<file path="src/rtl/div_ratio_sequencer.sv">
// Even-ratio clock-enable divider: 50% duty clk_out with ratio 2*cur_half, retuned via valid/ready
// only at period boundaries. Optional period counter under `DIVSEQ_PERIOD_CNT_EN.
module div_ratio_sequencer #(
  parameter int unsigned CNT_W        = 8,
  parameter int unsigned DEFAULT_HALF = 1
) (
  input  logic             clk,
  input  logic             reset,
  input  logic             en,
  input  logic             cfg_valid,
  input  logic [CNT_W-1:0] cfg_half,
  output logic             cfg_ready,
  output logic             cfg_err,
  output logic             clk_out,
  output logic             rise_pulse,
  output logic             fall_pulse,
  output logic             busy,
  output logic [CNT_W-1:0] cur_half
`ifdef DIVSEQ_PERIOD_CNT_EN
  ,
  output logic [15:0]      period_cnt
`endif
);

  typedef enum logic [1:0] {StIdle, StRun, StPend, StDrain} state_e;

  state_e           state_q, state_d;
  logic [CNT_W-1:0] cnt_q, cnt_d;
  logic [CNT_W-1:0] half_q, half_d;
  logic [CNT_W-1:0] pend_q, pend_d;
  logic             pend_vld_q, pend_vld_d;
  logic             clk_q, clk_d;
  logic             rise_q, rise_d;
  logic             fall_q, fall_d;
  logic             err_q, err_d;

  logic             xfer;
  logic             tick;
  logic [CNT_W-1:0] cnt_inc;
  logic [CNT_W-1:0] cfg_val;
  logic [CNT_W-1:0] pend_sel;

  assign cfg_ready  = (state_q == StIdle) || (state_q == StRun);
  assign busy       = (state_q != StIdle);
  assign xfer       = cfg_valid && cfg_ready;
  assign cfg_val    = (cfg_half == '0) ? CNT_W'(1) : cfg_half;
  assign tick       = (cnt_q == (half_q - CNT_W'(1)));
  assign cnt_inc    = tick ? '0 : (cnt_q + CNT_W'(1));
  // A cfg taken in the same cycle the run stops rides the pending path into IDLE.
  assign pend_sel   = xfer ? cfg_val : pend_q;

  assign cfg_err    = err_q;
  assign clk_out    = clk_q;
  assign rise_pulse = rise_q;
  assign fall_pulse = fall_q;
  assign cur_half   = half_q;

  always_comb begin
    state_d    = state_q;
    cnt_d      = cnt_q;
    half_d     = half_q;
    pend_d     = pend_q;
    pend_vld_d = pend_vld_q;
    clk_d      = clk_q;
    rise_d     = 1'b0;
    fall_d     = 1'b0;
    err_d      = xfer && (cfg_half == '0);

    unique case (state_q)
      StIdle: begin
        clk_d = 1'b0;
        cnt_d = '0;
        if (xfer) begin
          half_d = cfg_val;
        end
        if (en) begin
          state_d = StRun;
        end
      end

      StRun, StPend: begin
        if (!en && !clk_q) begin
          // Low phase: stopping here leaves no high runt, so go straight to IDLE.
          state_d    = StIdle;
          cnt_d      = '0;
          pend_vld_d = 1'b0;
          if (xfer || pend_vld_q) begin
            half_d = pend_sel;
          end
        end else begin
          cnt_d = cnt_inc;
          if (tick) begin
            clk_d  = !clk_q;
            rise_d = !clk_q;
            fall_d = clk_q;
          end
          if (!en) begin
            if (tick) begin
              state_d    = StIdle;
              cnt_d      = '0;
              pend_vld_d = 1'b0;
              if (xfer || pend_vld_q) begin
                half_d = pend_sel;
              end
            end else begin
              state_d    = StDrain;
              pend_d     = pend_sel;
              pend_vld_d = xfer || pend_vld_q;
            end
          end else if (tick && clk_q && pend_vld_q) begin
            state_d    = StRun;
            half_d     = pend_q;
            pend_vld_d = 1'b0;
          end else if (xfer) begin
            state_d    = StPend;
            pend_d     = cfg_val;
            pend_vld_d = 1'b1;
          end
        end
      end

      StDrain: begin
        cnt_d = cnt_inc;
        if (tick) begin
          state_d    = StIdle;
          cnt_d      = '0;
          clk_d      = 1'b0;
          fall_d     = 1'b1;
          pend_vld_d = 1'b0;
          if (pend_vld_q) begin
            half_d = pend_q;
          end
        end
      end

      default: begin
        state_d = StIdle;
      end
    endcase
  end

  always_ff @(posedge clk) begin
    if (reset) begin
      state_q    <= StIdle;
      cnt_q      <= '0;
      half_q     <= CNT_W'(DEFAULT_HALF);
      pend_q     <= '0;
      pend_vld_q <= 1'b0;
      clk_q      <= 1'b0;
      rise_q     <= 1'b0;
      fall_q     <= 1'b0;
      err_q      <= 1'b0;
    end else begin
      state_q    <= state_d;
      cnt_q      <= cnt_d;
      half_q     <= half_d;
      pend_q     <= pend_d;
      pend_vld_q <= pend_vld_d;
      clk_q      <= clk_d;
      rise_q     <= rise_d;
      fall_q     <= fall_d;
      err_q      <= err_d;
    end
  end

`ifdef DIVSEQ_PERIOD_CNT_EN
  logic [15:0] pcnt_q, pcnt_d;

  // Restart the count whenever the active ratio changes.
  always_comb begin
    pcnt_d = pcnt_q;
    if (half_d != half_q) begin
      pcnt_d = '0;
    end else if (fall_d) begin
      pcnt_d = pcnt_q + 16'd1;
    end
  end

  always_ff @(posedge clk) begin
    if (reset) begin
      pcnt_q <= '0;
    end else begin
      pcnt_q <= pcnt_d;
    end
  end

  assign period_cnt = pcnt_q;
`endif

endmodule
</file>
<file path="config.mk">
export PLATFORM = sky130hd
export DESIGN_NAME = div_ratio_sequencer
export DESIGN_NICKNAME = d
export VERILOG_FILES = /design/src/rtl/div_ratio_sequencer.sv
export SDC_FILE = /design/constraint.sdc
export NUM_CORES = 1
export LEC_CHECK = 0
export ABC_AREA = 1
export BUFFER_PORTS_ARGS = -buffer_cell sky130_fd_sc_hd__buf_4
export CAP_MARGIN = 10
export CORE_MARGIN = 5
export CORE_UTILIZATION = 35
export CTS_CLUSTER_DIAMETER = 60
export DETAILED_ROUTE_END_ITERATION = 8
export PLACE_DENSITY_LB_ADDON = 0.12
export SETUP_SLACK_MARGIN = 0.3
export SLEW_MARGIN = 20
export SYNTH_ARGS = -nofsm -noshare
export SYNTH_HDL_FRONTEND = slang
export SYNTH_SLANG_ARGS = --single-unit
</file>
<file path="constraint.sdc">
create_clock -name clk -period 2.5 [get_ports clk]
set_input_delay 0.375 -clock clk [delete_from_list [all_inputs] [get_ports clk]]
set_output_delay 0.375 -clock clk [all_outputs]
set_load 0.03 [all_outputs]
</file>
# ---- After elaboration in Yosys (flattened, before gate mapping)
# Index checks and enable logic that the tools add are counted.
dict set report totals {
  reg_bits 31
  out_inout_bits 14
  elab_cells 90
}
dict set report classes {
  n_addsub 2
  n_eq_ne 15
  muxes 41
  n_bitwise 3
  reduce_logical 20
}
# op n
set op_table {}
lappend op_table {{2-to-1 mux 8 bit} 17}
lappend op_table {{one-hot mux 8 bit (3 select lines)} 2}
lappend op_table {{!= test 2 bit (second input constant)} 8}
lappend op_table {{2-to-1 mux 2 bit} 7}
lappend op_table {{2-to-1 mux 1 bit} 11}
lappend op_table {{AND reduction 3 bit} 3}
lappend op_table {{adder 8 x 1 -> 8 bit (second input constant)} 1}
lappend op_table {{== test 8 bit} 1}
lappend op_table {{zero test 8 bit} 1}
lappend op_table {{!= test 4 bit (second input constant)} 2}
lappend op_table {{subtractor 8 x 1 -> 8 bit (second input constant)} 1}
lappend op_table {{one-hot mux 2 bit (3 select lines)} 1}
lappend op_table {{logical AND 1 bit} 5}
lappend op_table {{!= test 5 bit (second input constant)} 1}
lappend op_table {{AND reduction 5 bit} 1}
lappend op_table {{== test 2 bit (second input constant)} 2}
lappend op_table {{one-hot mux 1 bit (2 select lines)} 2}
lappend op_table {{AND reduction 4 bit} 1}
lappend op_table {{nonzero test 2 bit} 2}
lappend op_table {{OR reduction 4 bit} 1}
lappend op_table {{NOT 1 bit} 3}
lappend op_table {{one-hot mux 1 bit (3 select lines)} 1}
lappend op_table {{== test 2 x 1 -> 1 bit (second input constant)} 1}
lappend op_table {{zero test 1 bit} 2}
lappend op_table {{other kinds (3)} 4}

# ---- Depth between registers and ports, before layout
# Gate-level depths: netlist of run 1.
dict set report logic_depth {
  word_depth 9
  depth_mapped 17
  ltp_nobuf 17
}

# ---- Worst setup path before layout of run 1
# OpenSTA, ideal clock, no wires.
dict set report synth_path {
  path_type {reg-to-reg}
  startpoint {register state_q[0]}
  endpoint {register half_q[3] (netlist: cur_half[3])}
  setup_time_ps 113
  arrival_ps 2277
  required_ps 2387
  path_slack_ps 110
  path_stages_with_launch 14
  path_buffers 1
  path_cell_list {dfxtp_1 > inv_1 > ha_1 > inv_1 > nand2_1 > nand2_1 > buf_2 > nand3_2 > o211ai_1 > o211ai_1 > o21ai_0 > nand3_1 > nand2_1 > nor2_2}
}
dict set report synth_between {
  elab_chain_len 9
}
# item line_no
set synth_rtl {}
lappend synth_rtl {{start: declaration} 27} ;# state_e state_q, state_d;
lappend synth_rtl {{start signal: assignment} 144} ;# state_q <= StIdle;
lappend synth_rtl {{start signal: assignment} 154} ;# state_q <= state_d;
lappend synth_rtl {{== test 2 x 1 -> 1 bit / zero test 2 bit (equally long branches)} 43} ;# assign cfg_ready = (state_q == StIdle) || (state_q == StRun);
lappend synth_rtl {{logical OR 1 bit (*)} 43}
lappend synth_rtl {{via cfg_ready} 12} ;# output logic cfg_ready,
lappend synth_rtl {{logical AND 1 bit (*)} 45} ;# assign xfer = cfg_valid && cfg_ready;
lappend synth_rtl {{2-to-1 mux 8 bit / logical OR 1 bit (equally long branches)} -}
lappend synth_rtl {{2-to-1 mux 8 bit} {87, 102}}
lappend synth_rtl {{2-to-1 mux 8 bit} 98} ;# if (tick) begin
lappend synth_rtl {{2-to-1 mux 8 bit} 97} ;# if (!en) begin
lappend synth_rtl {{2-to-1 mux 8 bit} 82} ;# if (!en && !clk_q) begin
lappend synth_rtl {{one-hot mux 8 bit (3 select lines)} 69} ;# unique case (state_q)
lappend synth_rtl {{end signal: assignment} 146} ;# half_q <= CNT_W'(DEFAULT_HALF);
lappend synth_rtl {{end signal: assignment} 156} ;# half_q <= half_d;
lappend synth_rtl {{end: declaration} 29} ;# logic [CNT_W-1:0] half_q, half_d;
# Mark *: on every way through the listed nets, which the timed path passes. The rest lies on a longest branch. The select of a mux whose other input is x is not followed.
# A chain may end at the register's enable or synchronous reset.

# ---- Worst setup path after layout of run 1
dict set report layout_path {
  startpoint {register half_q[0] (netlist: cur_half[0])}
  endpoint {register half_q[7] (netlist: cur_half[7])}
}
dict set report layout_between {
  elab_chain_len 6
}
# item line_no
set layout_rtl {}
lappend layout_rtl {{subtractor 8 x 1 -> 8 bit (*)} 47} ;# assign tick = (cnt_q == (half_q - CNT_W'(1)));
lappend layout_rtl {{== test 8 bit (*)} 47}
lappend layout_rtl {{logical AND 1 bit (2 in series)} 110} ;# end else if (tick && clk_q && pend_vld_q) begin
lappend layout_rtl {{!= test 4 bit (no line)} -}
lappend layout_rtl {{AND reduction 5 bit (no line) (*)} -}
# Every way passes the cells marked *; elsewhere a longest branch is shown, timed or not.

==> results of run 1 <==
-- worst paths after layout --
check | endpoint | slack (ps) | startpoint
setup / recovery | cur_half[7] | 440 | cur_half[0]
hold / removal | cfg_err | 280 | cfg_half[2]
setup reg to reg | cur_half[7] | 440 | cur_half[0]
hold reg to reg | state_q[1] | 490 | state_q[1]
-- cells in the final DEF, fill, tap and decap left out, types with 2 or more instances in the layout --
cell,n
a21oi_1,23
buf_4,39
clkbuf_8,6
clkinv_1,3
dfxtp_1,29
dfxtp_4,2
ha_1,5
inv_1,39
inv_2,2
nand2_1,84
nand2_2,5
nand3_1,22
nand3_2,3
nand3b_1,2
nand4_1,3
nor2_1,35
nor2_2,10
nor3_1,2
nor4_1,2
o211ai_1,9
o21ai_0,22
o221ai_1,3
o22ai_1,2
xnor2_1,3
xor2_1,6
-- cells by family (layout without fill, tap and decap cells) --
logic type	Yosys count	count (layout)	share of synthesized area [%]
buffers and inverters	52	95	9.704
xor gates and xnor gates	9	9	3.728
AOI/OAI and AO/OA	65	65	18.46
DFF	31	31	29.35
and+or+nand+nor	171	171	35.21
adders and majority gates	6	6	3.550
-- through the flow --
stage	std cells	utilization, %	hold WS (ps)
floorplan	334	-	440.9
finish	452	45.03	278.0
detailed placement	438	41.58	481.1
global route	452	45.03	272.8
global placement	438	41.58	471.1
CTS	445	43.43	269.4
-- power groups by stage --
stage          logic, uW  registers (uW)  clock network, uW
6_report            1070             669                415
5_1_grt             1180             682                454
4_1_cts              997             669                428
3_5_place_dp         973             677                  0
3_3_place_gp         980             677                  0
2_1_floorplan        639             716                  0
-- cell usage after synthesis, drive strengths merged --
cell / number
nand2: 90
nor2: 46
inv: 42
dfxtp: 31
nand3: 25
a21oi: 24
o21ai: 23
o211ai: 9
ha: 6
xor2: 6
clkbuf: 4
clkinv: 4
nand4: 3
o221ai: 3
xnor2: 3
buf: 2
nand3b: 2
nor3: 2
nor4: 2
o22ai: 2
a2111oi: 1
a211oi: 1
nor3b: 1
o2111ai: 1
o21a: 1
-- timing repair --
| item | CTS | global route |
|---|---|---|
| pin swaps | 2 | 4 |
| endpoints found under the setup margin | 24 | 19 |
| gates resized for setup | 5 | 9 |
| hold buffers | 0 | 0 |
| setup buffers | 0 | 6 |
| gates cloned | 0 | 1 |
-- critical path, cell delays in order (launching register included) --
cell and delay [ps]:
dfxtp_4 380, inv_4 60, ha_4 240, nand2_1 50, inv_1 30, nor2_1 90, nand2_1 70, nor2_1 90
nand2_1 90, nor2_4 170, o211ai_1 150, a21oi_4 180, buf_12 140, nand2_4 50, clkinv_4 70, nor2_1 50
nor2_2 80
-- sequential cells by signal (all words and copies together) (netlist names) --
name and count:
pend_vld_q 1, cfg_err 1, pend_q 8, fall_pulse 1, clk_out 1, cur_half 8
rise_pulse 1, cnt_q 8, state_q 2
-- per-layer routing --
layer / wire (um) / vias up / track usage (%) / part of all wire [%]
met5: 0 / - / 0 / 0
met4: 131 / 0 / 6.416 / 2.1
met3: 402 / 13 / 3.387 / 6.4
met2: 2758 / 72 / 25.21 / 44
met1: 2941 / 1038 / 22.50 / 47
li1: - / 1175 / - / -
-- cell type report --
class	count	area share, %
Multi-Input combinational cell	251	50.24
Sequential cell	31	23.70
Timing Repair Buffer	42	12.42
Inverter	46	6.799
Tap cell	75	3.541
Clock buffer	6	3.116
Clock inverter	1	0.1889
==> out/summary.txt, run 1 <==
Setup CP Type -> reg2reg
DIE WIDTH -> 87.73 um
Synth warnings -> 0
Synth area leaders -> dfxtp_1 (29%), nand2_1 (15%), inv_1 (7.3%)
max-cap viol count -> 0
total core area -> 0.005886 mm2
placer congestion estimate -> 0.8704
CTS tree -> yes
Clock Path Buffers -> 2
Combinational Power Share -> 49.6%
startpoint types -> flop
Data required, critical path -> 2730 ps
crit path max fanout -> 8
area of the multi-input gates -> 0.001331 mm2
HPWL after DPL -> 4.596 mm
Pins Over Slew Limit -> 0
top-area cell type share of the netlist area -> 29.35%
Initial DRC Count -> 162
Chip Height -> 87.73 um
total grt overflow -> 0
clock transition at the registers of the reported paths -> 70 ps
final wirelength -> 6.234 mm
Tot Pwr -> 2150 uW
Slew @ Worst Pin -> 468.4 ps
area delta synth->final -> 25.33%
clock power share -> 19.3%
DR vias -> 2298
clock sinks -> 31
cell accounting for the most synthesized area -> dfxtp_1
Layout Nets -> 395
H-tree Lvls -> 2
worst rel slew slack -> 68.77%
Flop pwr share -> 31.1%
post-route setup TNS -> 0 ps
cell-internal power -> 1191 uW
TritonRoute pass-1 iters -> 4
Num CTS Buffers -> 5
Peak VDD IR -> 0.3716 mV
syn avg cell area -> 6.331 um2
I/O Pins -> 26
DP Area -> 0.002447 mm2
status -> finished, final reports clean
Skew-Pair Late Insertion Delay -> 290 ps
flip-flop and latch area -> 628.1 um2
final instance area -> 0.002650 mm2
initial antenna violation count -> 0
Gate Count Post-Synth -> 334
fin crit share -> 82.22%
hold path cells -> 2
Detail Route Antenna Nets -> 0
vias in the first global route -> 2023
pwr/cell area -> 811.1 mW/mm2
# DRC -> 0
first-pass GRT wire length -> 9.832 mm
Hold WC Path Type -> in2reg
fraction of layout cells with a size suffix above 1 -> 20.95%
vias per std cell -> 5.084
Clock Skew -> 8.164 ps
Layout fillers -> 632
Sw Ratio -> 44.59%
Synthesized Nets -> 352
largest net degree at the start of global routing -> 19
static leakage -> 0.001195 uW
Rows -> 28
Die ar. -> 0.007696 mm2
Yosys reg bits -> 31
root buf cell -> clkbuf_8
setup ws final -> 444.5 ps
diodes inserted -> 0
Arrival @ worst endpoint -> 2290 ps
synthesized area -> 0.002115 mm2
Worst setup EP type -> flop
pre-CTS setup slack -> 197.9 ps
R2R cell count -> 16
Routed wire per std cell -> 13.79 um
power dissipated by switching net loads -> 958.6 uW
Initial Util -> 35.93%
Seq/Total Area, Yosys -> 29.35%
final hold violation count -> 0
port bufs -> 25
GRT Util Overall -> 16.42%
Distinct cells, synth -> 34
final-report setup violation count -> 0
Max Clk Rate -> 486.5 MHz
RSZ-0062 raised after global routing -> yes
crit path time final -> 2056 ps
Power figures use the tool's default switching activity.
==> run 2: changes to the inputs <==
Settings changed: ABC_AREA 1 to 0.
Clock period 2.5 ns to 1.8 ns, I/O delays scaled along.
==> out/summary.txt, run 2 <==
Distinct cells, synth -> 48
worst rel slew slack -> 62.63%
total grt overflow -> 0
Detail Route Antenna Nets -> 0
slowest stage delay, CP -> 350 ps
largest family of logic cells by synthesized area -> compound AO/OA/AOI/OAI gates
most common cell after layout, fill and taps aside -> buf_4
Yosys reg bits -> 31
XOR/XNOR Fraction of Synth Area -> 7.296%
cell mode on critical path -> buf_6
Most used DFF post-synth -> dfxtp_1
Synth Area in Compound Gates -> 27.47%
area delta synth->final -> 59.90%
R2R Path Start -> cur_half[0]
Max Clk Rate -> 466.9 MHz
vias in the first global route -> 2223
startpoint types -> flop
Initial DRC Count -> 125
max-cap viol count -> 0
DP Area -> 0.002808 mm2
Seq/Total Area, Yosys -> 30.41%
WP buf/inv -> 4
initial antenna violation count -> 0
crit path max fanout -> 7
Chip Height -> 86.36 um
stages on the worst setup path -> 11
placer congestion estimate -> 0.8502
CTS tree -> yes
Combinational Power Share -> 73.0%
post-synthesis simple-gate area fraction -> 21.70%
largest net degree at the start of global routing -> 28
Die ar. -> 0.007458 mm2
Pins Over Slew Limit -> 0
Data required, critical path -> 2020 ps
# DRC -> 0
Peak VDD IR -> 0.9805 mV
pre-CTS setup slack -> -388.2 ps
crit path time final -> 2142 ps
clock power share -> 10.0%
fin crit share -> 119.0%
status -> complete, but fails checks
setup ws final -> -341.7 ps
first-pass GRT wire length -> 10.61 mm
synthesized area -> 0.002041 mm2
Initial Util -> 36.61%
RSZ-0062 raised after global routing -> yes
syn avg cell area -> 8.130 um2
final wirelength -> 6.206 mm
H-tree Lvls -> 2
GRT Util Overall -> 17.74%
Synth warnings -> 0
final-report setup violation count -> 30
Synth area leaders -> dfxtp_1 (30%), a21oi_1 (6.1%), nor2_1 (5.2%)
R2R cell count -> 11
final instance area -> 0.003263 mm2
Non-Filler Instances -> 419
vias per std cell -> 5.346
failing checks -> negative setup slack
Synthesized Nets -> 269
total core area -> 0.005574 mm2
Reg2Reg Capture Point -> cur_half[1]
Arrival @ worst endpoint -> 2360 ps
Num CTS Buffers -> 5
cell accounting for the most synthesized area -> dfxtp_1
Gate Count Post-Synth -> 251
diodes inserted -> 0
Skew-Pair Late Insertion Delay -> 290 ps
Slew @ Worst Pin -> 560.5 ps
commonest non-fill, non-tap cells in the layout -> buf_4 (92), nor2_1 (25), dfxtp_1 (25), a21oi_1 (24), nand3_1 (14)
Clock Path Buffers -> 2
Tot Pwr -> 5723 uW
Routed wire per std cell -> 14.81 um
Clock Skew -> 4.679 ps
Post-synth ARST share -> 0%
top-area cell type share of the netlist area -> 30.41%
static leakage -> 0.001377 uW
CP startpoint -> cur_half[0]
area of the multi-input gates -> 0.001577 mm2
Setup CP Type -> reg2reg
most numerous cell in the Yosys netlist -> dfxtp_1
Flop pwr share -> 17.0%
fraction of layout cells with a size suffix above 1 -> 44.67%
pwr/cell area -> 1754 mW/mm2
cell-internal power -> 3267 uW
final hold violation count -> 0
Sw Ratio -> 42.92%
I/O Pins -> 26
placed insts -> 399
power dissipated by switching net loads -> 2456 uW
Layout Nets -> 364
Layout fillers -> 507
DR vias -> 2240
TritonRoute pass-1 iters -> 4
DIE WIDTH -> 86.36 um
Synth Area in Adders -> 3.679%
flip-flop and latch area -> 638.1 um2
CP Cell Sequence -> inv_2 -> ha_4 -> o21ba_4 -> a221oi_4 -> o22ai_4 -> buf_6 -> o31ai_4 -> buf_4 -> buf_6 -> nand3_2 -> a21oi_2
top post-synthesis cells by count -> dfxtp_1 (31), nor2_1 (28), a21oi_1 (25)
clock sinks -> 31
reg-to-reg slack, setup -> -340 ps
root buf cell -> clkbuf_8
multiplexer area fraction after synthesis -> 4.905%
Worst setup EP type -> flop
Rows -> 27
Hold WC Path Type -> in2reg
Crit path max-delay family -> compound AO/OA/AOI/OAI gates
port bufs -> 25
Post-synth EDFFs -> 0
Critical Path End -> cur_half[1]
HPWL after DPL -> 4.587 mm
clock transition at the registers of the reported paths -> 70 ps
crit path max-delay cell type -> dfxtp_4
-- run 2: metal layers --
layer | global-route usage (%) | up-vias | wire length [um] | share of wire [%]
met5 | 0 | - | 0 | 0
met4 | 5.241 | 0 | 72 | 1.2
met3 | 4.183 | 9 | 299 | 4.8
met2 | 29.97 | 45 | 2970 | 48
met1 | 22.36 | 1067 | 2863 | 46
li1 | - | 1119 | - | -
-- run 2: kinds of logic (layout without fill, tap and decap cells) --
group                    count (synthesis)  count (layout)
AO/OA/AOI/OAI                           78              78
buffers and inverters                   24             120
XOR/XNOR                                17              17
AND/OR/NAND/NOR                         85              85
multiplexers                            10              10
adder cells (fa/ha/maj)                  6               6
flip-flops                              31              31
-- run 2: how the worst min path moves through the flow --
stage	from	to	slack (ps)	depth (start not counted)
after global routing	cfg_half[0]	cfg_err	140	2
final	cfg_half[0]	cfg_err	140	2
after global placement	cfg_half[0]	cfg_err	450	2
after CTS	cfg_half[0]	cfg_err	130	2
after floorplan	cfg_half[0]	cfg_err	350	1
after detailed placement	cfg_half[0]	cfg_err	440	2
-- run 2: cell type report --
cell class                      count  area share, %
Clock inverter                      3         0.5752
Timing Repair Buffer              103          25.50
Sequential cell                    31          19.56
Tap cell                           72          2.761
Multi-Input combinational cell    196          48.31
Inverter                            9          1.189
Clock buffer                        5          2.109
-- run 2: per-stage QoR --
step	TNS, ps	hold WS [ps]	util [%]
global placement	-8381	446.4	50.37
finish	-8685	140.7	58.54
detailed placement	-8835	443.3	50.37
global route	-12220	142.3	58.54
floorplan	-9933	345.5	-
CTS	-8786	132.6	58.14
-- run 2: what timing repair did --
item / CTS / global route
pin swaps: 13 / 4
resized for setup: 54 / 4
setup endpoints to repair: 32 / 32
hold buffers: 0 / 0
setup buffers: 11 / 1
-- run 2: power groups by stage --
stage          clock, uW  sequential (uW)  combinational (uW)
6_report             573              972                4180
5_1_grt              620              993                4500
4_1_cts              585              976                4060
3_5_place_dp           0              957                3140
3_3_place_gp           0              957                3110
2_1_floorplan          0             1140                1630
